==> src/rtl/img_pkg.sv <==
// Shared constants and types for the image-processing stage.
// Defaults match the full-size frame; the core overrides per instance.
package img_pkg;

  localparam int IMG_WIDTH_D  = 2560;
  localparam int IMG_HEIGHT_D = 1440;
  localparam int DATA_WIDTH_D = 8;

  typedef enum logic {
    IDLE,
    RUN
  } state_t;

  function automatic int cnt_w(input int n);
    return (n > 1) ? $clog2(n) : 1;
  endfunction

  localparam int X_W_D = cnt_w(IMG_WIDTH_D);
  localparam int Y_W_D = cnt_w(IMG_HEIGHT_D);

endpackage

==> src/rtl/img_pixel_op.sv <==
// Per-pixel operation: bypass or binary threshold.
// Purely combinational.
module img_pixel_op
  import img_pkg::*;
#(
  parameter int DATA_WIDTH = DATA_WIDTH_D
) (
  input  logic [DATA_WIDTH-1:0] raw,
  input  logic                  mode,
  input  logic [DATA_WIDTH-1:0] threshold,
  output logic [DATA_WIDTH-1:0] pixel
);

  always_comb begin
    pixel = raw;
    if (mode)
      pixel = (raw >= threshold) ? '1 : '0;
  end

endmodule

==> src/rtl/img_process_core.sv <==
// Test-pattern source with per-pixel op and AXI4-Stream video output.
// Outputs are registered from the coordinates of the next pixel.
module img_process_core
  import img_pkg::*;
#(
  parameter int IMG_WIDTH  = IMG_WIDTH_D,
  parameter int IMG_HEIGHT = IMG_HEIGHT_D,
  parameter int DATA_WIDTH = DATA_WIDTH_D
) (
  input  logic                  clk,
  input  logic                  resetn,
  input  logic                  enable,
  input  logic                  mode,
  input  logic [DATA_WIDTH-1:0] threshold,
  output logic [DATA_WIDTH-1:0] m_axis_tdata,
  output logic                  m_axis_tvalid,
  input  logic                  m_axis_tready,
  output logic                  m_axis_tlast,
  output logic                  m_axis_tuser,
  output logic                  frame_done,
  output logic [15:0]           frame_cnt
);

  localparam int XW = cnt_w(IMG_WIDTH);
  localparam int YW = cnt_w(IMG_HEIGHT);
  localparam logic [XW-1:0] X_LAST = XW'(IMG_WIDTH - 1);
  localparam logic [YW-1:0] Y_LAST = YW'(IMG_HEIGHT - 1);

  state_t                  state;
  logic [XW-1:0]           x, nx;
  logic [YW-1:0]           y, ny;
  logic [DATA_WIDTH-1:0]   f, nf;
  logic                    mode_q;
  logic [DATA_WIDTH-1:0]   thr_q;

  logic                    xfer, eol, eof, start;
  logic                    sel_mode;
  logic [DATA_WIDTH-1:0]   sel_thr, raw, pix;

  assign xfer  = (state == RUN) && m_axis_tvalid && m_axis_tready;
  assign eol   = (x == X_LAST);
  assign eof   = eol && (y == Y_LAST);
  assign start = ((state == IDLE) && enable)
               || (xfer && eof && enable);

  always_comb begin
    nx = x;
    ny = y;
    nf = f;
    if (state == IDLE) begin
      nx = '0;
      ny = '0;
    end else if (eof) begin
      nx = '0;
      ny = '0;
      nf = f + 1'b1;
    end else if (eol) begin
      nx = '0;
      ny = y + 1'b1;
    end else begin
      nx = x + 1'b1;
    end
  end

  // A new frame picks up live mode/threshold; mid-frame uses the latched copy
  assign sel_mode = start ? mode : mode_q;
  assign sel_thr  = start ? threshold : thr_q;
  assign raw = DATA_WIDTH'(nx) + DATA_WIDTH'(ny) + nf;

  img_pixel_op #(
    .DATA_WIDTH(DATA_WIDTH)
  ) u_op (
    .raw      (raw),
    .mode     (sel_mode),
    .threshold(sel_thr),
    .pixel    (pix)
  );

  always_ff @(posedge clk or negedge resetn) begin
    if (!resetn) begin
      state         <= IDLE;
      x             <= '0;
      y             <= '0;
      f             <= '0;
      mode_q        <= 1'b0;
      thr_q         <= '0;
      m_axis_tdata  <= '0;
      m_axis_tvalid <= 1'b0;
      m_axis_tlast  <= 1'b0;
      m_axis_tuser  <= 1'b0;
      frame_done    <= 1'b0;
      frame_cnt     <= '0;
    end else begin
      frame_done <= 1'b0;
      unique case (state)
        IDLE: begin
          if (enable) begin
            state         <= RUN;
            mode_q        <= mode;
            thr_q         <= threshold;
            x             <= nx;
            y             <= ny;
            m_axis_tvalid <= 1'b1;
            m_axis_tdata  <= pix;
            m_axis_tuser  <= 1'b1;
            m_axis_tlast  <= (nx == X_LAST);
          end
        end
        RUN: begin
          if (xfer) begin
            x            <= nx;
            y            <= ny;
            f            <= nf;
            m_axis_tdata <= pix;
            m_axis_tuser <= (nx == '0) && (ny == '0);
            m_axis_tlast <= (nx == X_LAST);
            if (eof) begin
              frame_done <= 1'b1;
              frame_cnt  <= frame_cnt + 1'b1;
              if (enable) begin
                mode_q <= mode;
                thr_q  <= threshold;
              end else begin
                state         <= IDLE;
                m_axis_tvalid <= 1'b0;
                m_axis_tdata  <= '0;
                m_axis_tuser  <= 1'b0;
                m_axis_tlast  <= 1'b0;
              end
            end
          end
        end
        default: state <= IDLE;
      endcase
    end
  end

endmodule

==> config.mk <==
export PLATFORM = sky130hd
export DESIGN_NAME = img_process_core
export DESIGN_NICKNAME = d
export VERILOG_FILES = /design/src/rtl/img_pkg.sv /design/src/rtl/img_pixel_op.sv /design/src/rtl/img_process_core.sv
export SDC_FILE = /design/constraint.sdc
export NUM_CORES = 1
export LEC_CHECK = 0
export BUFFER_PORTS_ARGS = -buffer_cell sky130_fd_sc_hd__buf_2
export CORE_MARGIN = 10
export CORE_UTILIZATION = 25
export DETAILED_ROUTE_END_ITERATION = 10
export GPL_ROUTABILITY_DRIVEN = 0
export SYNTH_ARGS = -nofsm -noshare
export SYNTH_HDL_FRONTEND = slang
export SYNTH_SLANG_ARGS = --single-unit
==> constraint.sdc <==
create_clock -name clk -period 5.5 [get_ports clk]
set_input_delay 0 -clock clk [delete_from_list [all_inputs] [get_ports clk]]
set_output_delay 0 -clock clk [all_outputs]
set_load 0.005 [all_outputs]
==> results of run 1 <==
-- layer usage --
| metal | vias up | GRT usage (%) |
|---|---|---|
| li1 | 1765 | - |
| met5 | - | 0 |
| met3 | 9 | 2.38 |
| met1 | 1685 | 11.9 |
| met4 | 0 | 2.59 |
| met2 | 79 | 15.3 |
-- power groups by stage --
stage	sequential, uW	combinational (uW)	clock [uW]
after floorplan	610	434	0
after global placement	632	574	0
after detailed placement	632	579	0
after CTS	624	593	544
after global routing	633	689	564
final	625	593	531
-- through the flow --
stage | power, uW | area, um2 | util, %
global placement | 1210 | 4890 | 28.3
finish | 1750 | 5320 | 30.8
global route | 1890 | 5320 | 30.8
floorplan | 1040 | 4410 | -
detailed placement | 1210 | 4890 | 28.3
CTS | 1760 | 5250 | 30.3
-- cells in the mapped netlist, drive strengths merged, types with 6 or more instances --
library cell	count	area, um2
nand4	14	109
nor3	11	71.3
mux2	13	150
fa	8	160
nand2	93	349
inv	30	113
o31ai	6	45.0
dfrtp	69	1730
xnor2	31	272
o21ai	38	190
clkbuf	9	33.8
nor2	24	90.1
nand3	17	90.1
nor4	8	65.1
a21oi	11	58.8
buf	12	90.1
xor2	18	158
and3	9	56.3
ha	18	225
-- worst max path at each step --
stage / startpoint / endpoint
after floorplan: y[5] / m_axis_tdata[0]
after global placement: y[9] / m_axis_tdata[5]
after detailed placement: x[1] / m_axis_tdata[5]
after CTS: x[0] / m_axis_tdata[4]
after global routing: x[0] / m_axis_tdata[3]
final: x[0] / m_axis_tdata[3]
-- cell families (layout without fill, tap and decap cells) --
group | Yosys count | after routing | synth area share, %
AOI/OAI and AO/OA | 75 | 75 | 10.7
xor gates and xnor gates | 50 | 50 | 10.2
adders and majority gates | 26 | 26 | 8.73
buffers and inverters | 51 | 113 | 5.36
DFF | 69 | 69 | 39.1
muxes | 14 | 14 | 3.63
and+or+nand+nor | 194 | 194 | 22.3
-- flip-flops by register name, summed over array words and instances (netlist names) --
name,flops
frame_done,1
frame_cnt,16
f,8
m_axis_tuser,1
m_axis_tvalid,1
thr_q,8
m_axis_tdata,8
mode_q,1
x,12
m_axis_tlast,1
y,11
state,1
-- layout make-up --
cell class	count	area, um2
tap	225	282
fill	1828	12000
multi-input combinational	359	2510
timing repair buffer	67	428
clock buffer	10	229
clock inverter	6	40.0
inverter	30	113
sequential	69	1730
-- repair_timing --
action	CTS	global route
setup endpoints to repair	0	8
hold endpoints to repair	77	0
buffers inserted	0	3
gates resized for setup	0	11
hold buffers	9	0
-- worst max-delay path, stage by stage, from the launching register on --
cell,delay [ps]
dfrtp_1,380
ha_2,260
nand4_2,230
nor4_4,340
buf_4,180
xor2_1,190
nand2_1,170
fa_1,570
inv_1,40
ha_1,320
nor2b_1,160
o31a_1,260
o22ai_1,140
xnor3_1,420
xnor2_1,220
ha_1,260
o21ai_0,100
nor2_1,90
a211oi_2,300
a221oi_4,90
buf_4,180
o21ai_1,90
nand2_1,70
==> metrics, run 1 <==
Top Metal Used=met4; reg2reg start=x[0]; P_leak=about 0.0025 uW; commonest non-fill, non-tap cell in the layout=nand2_1; Worst Tran Pin Value=around 900 ps; CTS clk-pin slew, worst paths=~60 ps; Ys Warns=0; Post-synth ARST share=100%; Min-Delay Startpoint=mode; Final Skew=around 8 ps; average cell area after synthesis=just over 9 um2; Reg2Reg Depth=22; Period minus WS final=between 5000 and 6000 ps; Clock power frac=a little under a third; die area=~0.023 mm2; Setup violations, final=0; Crit Reg-Reg Endpoint=m_axis_tdata[3]; Max Clock Freq=around 190 MHz; Initial Util=25.5%; critical path arrival=about 5400 ps; Crit Path Category=flip-flop to flip-flop; residual DRC count=0; GR Overflow Total=0; post-route ant nets=0; Switch Pwr=~620 uW; count of cell types in the netlist=62; clock latency on the worst-skew pair=340 ps; r2r setup slk=between 300 and 400 ps; metal3 WL=around 560 um; CP max FO=8; Hold Path Class=primary input to flip-flop; VDD IR max=0.000182 V; worst setup margin=roughly 340 ps; share of layout cells above drive strength 1=20.0%; ant diodes=0; layout net count=575; met2 wire length=between 5000 and 6000 um; Syn Inst Count=between 400 and 500; H-tree depth=3; CP Capture Type=flip-flop; data required time of the critical path=5730 ps; max-cap violation count=0; routed len/inst=~14 um; Final Hold Viols=0; Comb pwr share=33.9%; Power Dens Cells=between 300 and 400 mW/mm2; vias in the first global route=between 3000 and 4000; EDFF count, synth=0; P&R area growth vs syn=20.6%; Slew headroom=around two fifths; Cell Area, Synth=0.00441 mm2; first-pass GRT wire length=around 18000 um; CTS max path bufs=2; WL final=between 10000 and 15000 um; post-synthesis sequential area ratio=39.1%; die extent in x=153 um; Main synth FF type=dfrtp_1; Final Slew Violations=0; hold path depth=2; # IOs=41; Min-Delay Endpoint=mode_q; Fin Hold WS=18.4 ps; initial antenna violation count=0; internal power=1130 uW; final cell count without fillers=between 700 and 800; most frequent cells in the layout=nand2_1 (93), dfrtp_1 (69), buf_2 (39); placed insts=between 700 and 800; DP Wirelength=approximately 8200 um; Yosys reg bits=just under 70; Buffers on Ports=40; fin crit share=about 94%; Root Driver=clkbuf_16; via count=roughly 3500; Die Height=~150 um; TritonCTS Sinks=69; setup TNS=0 ps; outcome=completed; Core ar.=approximately 0.017 mm2; largest net degree at the start of global routing=70; Critical Path Start Type=flip-flop; switching share of power=35.3%; # rows=48; Via density=roughly 4.6; gr usage total=9.34%; DR pass1 iterations=5; wl on met1=5130 um; initial drt markers=280; syn nets=a little over 500; dpl ws=between 90 and 100 ps; TritonCTS Buffers=9; Reg power frac=about 36%; CTS tree=built
No activity file was read; power rests on OpenSTA's default activity.
==> run 2: changes to the inputs <==
- CORE_UTILIZATION: 25 -> 45
- clock period: 5.5 -> 6 ns (I/O delays scaled with it)
==> run 2 against run 1 <==
  * Critical path depth did not move
  * Sequential share of layout area rose by 2.0 points
  * Global-route usage rose by 5.8 points
  * Routed wire length fell by 7.1%
  * Cell area fell by 5.8%
  * Worst setup slack improved by 200 ps
  * Critical endpoint is now m_axis_tdata[1]
  * Largest cell class unchanged
  * Largest power group unchanged
==> metrics, run 2 (synthesized netlist as in run 1, its figures left out) <==
outcome=completed; ant diodes=0 (unchanged); setup TNS=0 ps (unchanged); placed inst area=0.00469 mm2 (-4.1%); fin crit share=91.1% (-2.8 points); Final Hold Viols=0 (unchanged); Period minus WS final=5460 ps (+302 ps); gr usage total=15.2% (+5.8 points); CP max FO=10 (+2); data required time of the critical path=6250 ps (+520 ps); post-route ant nets=0 (unchanged); largest net degree at the start of global routing=70 (unchanged); crit-path most repeated cell=ha_1; first-pass GRT wire length=17900 um (-1.1%); initial drt markers=229 (-18%); DP Wirelength=7650 um (-6.3%); number of post-CTS setup repair buffers=0 (unchanged); Initial Util=45.6% (+20 points); commonest non-fill, non-tap cell in the layout=nand2_1; CTS max path bufs=2 (unchanged); Crit Path Category=flip-flop to flip-flop; slowest cell on the critical path=fa_1; worst setup margin=536 ps (+198 ps); Die Height=119 um (-22%); P&R area growth vs syn=13.6%; DR pass1 iterations=4 (-1); share of layout cells above drive strength 1=16.6% (-3.4 points); WP buf/inv=2 (-1); r2r setup slk=540 ps (+200 ps); WL final=10300 um (-7.1%); P_leak=0.00242 uW (-4.6%); Biggest register=frame_cnt; Hold Path Class=primary input to flip-flop; Fillers=892 (-51%); vias in the first global route=3542 (+1.4%); die area=0.0142 mm2 (-39%); CTS clk-pin slew, worst paths=90 ps (+30 ps); layout net count=564 (-1.9%); Root Driver=clkbuf_8; max reg flops=16 (unchanged); # IOs=41 (unchanged); Buffers on Ports=40 (unchanged); dpl ws=458 ps (+366 ps); crit path cell chain=ha_1 -> nand4_2 -> nor3_4 -> and2_2 -> mux2i_1 -> fa_1 -> inv_1 -> ha_1 -> inv_1 -> fa_1 -> nor2b_1 -> o31a_1 -> o22ai_1 -> xnor3_1 -> xnor2_1 -> ha_1 -> o21ai_0 -> nor2_1 -> a211oi_1 -> a221oi_4 -> o21ai_1 -> nand2_1; Worst Tran Pin Value=882 ps (-14.1 ps); most frequent cells in the layout=nand2_1 (93), dfrtp_1 (69), buf_2 (40); CP delay by family, top=adder cells; routed len/inst=15.6 um (+7.3%); # rows=36 (-25%); GR Overflow Total=0 (unchanged); via count=3508 (-0.85%); RSZ-0062 raised after global routing=no; CP Capture Type=flip-flop; Final Skew=12.9 ps (+5.06 ps); slowest stage delay, CP=460 ps (-110 ps); Fin Hold WS=186 ps (+167 ps); die extent in x=119 um (-22%); Largest regs=frame_cnt (16), x (12), y (11); max-cap violation count=0 (unchanged); register area=0.00173 mm2 (unchanged); Final Slew Violations=0 (unchanged); H-tree depth=3 (unchanged); Via density=5.29 (+15%); Power Dens Cells=296 mW/mm2 (-9.9%); Critical Path Start Type=flip-flop; initial antenna violation count=0 (unchanged); Core ar.=0.00968 mm2 (-44%); fin area=0.00502 mm2 (-5.8%); critical path arrival=5710 ps (+320 ps); VDD IR max=0.000133 V (-27%); residual DRC count=0 (unchanged); TritonCTS Sinks=69 (unchanged); Max Clock Freq=183 MHz (-5.5%); clock latency on the worst-skew pair=350 ps (about the same); Multi-input gate area=0.00245 mm2 (-2.0%); Setup violations, final=0 (unchanged); TritonCTS Buffers=9 (unchanged); CTS tree=built; Slew headroom=41.2% (+0.94 points)
==> run 2: cell types whose count changed in the layout (fill, tap and decap cells not counted), sizes merged <==
cell and delta:
inv +3, dlygate4sd3 +3, bufinv +1, clkbuf -1, buf -14, clkinv -3
==> run 2: where the power goes <==
part	switching (uW)	total [uW]	internal, uW
registers	69.6	590	521
logic	274	491	217
clock network	206	404	198
==> run 2: timing repair <==
| action | in CTS | in global routing |
|---|---|---|
| endpoints found under the hold margin | 80 | 0 |
| hold buffers | 12 | 0 |
| resized for setup | 0 | 1 |
| setup endpoints to repair | 0 | 6 |
==> run 2: per-stage QoR <==
step	cells	util (%)	total power, uW
after floorplan	479	-	958
after global placement	635	48.4	1080
after detailed placement	635	48.4	1090
after CTS	663	51.8	1500
after global routing	663	51.8	1610
final	663	51.8	1490
==> run 2: worst paths after layout <==
| path | start | to | cells past startpoint |
|---|---|---|---|
| min in group asynchronous | resetn | x[9] | 3 |
| worst max register to register | x[0] | m_axis_tdata[1] | 22 |
| max in group asynchronous | resetn | y[6] | 3 |
| worst max-delay path | x[0] | m_axis_tdata[1] | 22 |
| worst min-delay path | m_axis_tready | f[7] | 5 |
| worst min register to register | frame_cnt[15] | frame_cnt[15] | 1 |
==> run 2: cell type report <==
cell class              instances  share of cell area, %
multi-input cells             359                   48.9
inverters                      30                   2.24
well taps                     133                   3.32
repair buffers                 56                   6.98
flip-flops and latches         69                   34.4
clock inverters                 7                   1.62
clock buffers                   9                   2.47
==> run 2: tightest hold or removal path, stage by stage <==
cell and delay, ps:
buf_2 120, nand2_1 70, nor2_1 100, nand3_1 130, xnor2_1 70
==> run 2: per-layer routing <==
layer,track usage (%),vias up,routed length [um]
met2,24.2,58,4830
met5,0,-,0
met3,2.69,14,354
li1,-,1739,-
met1,20.1,1697,4940
met4,5.73,0,187
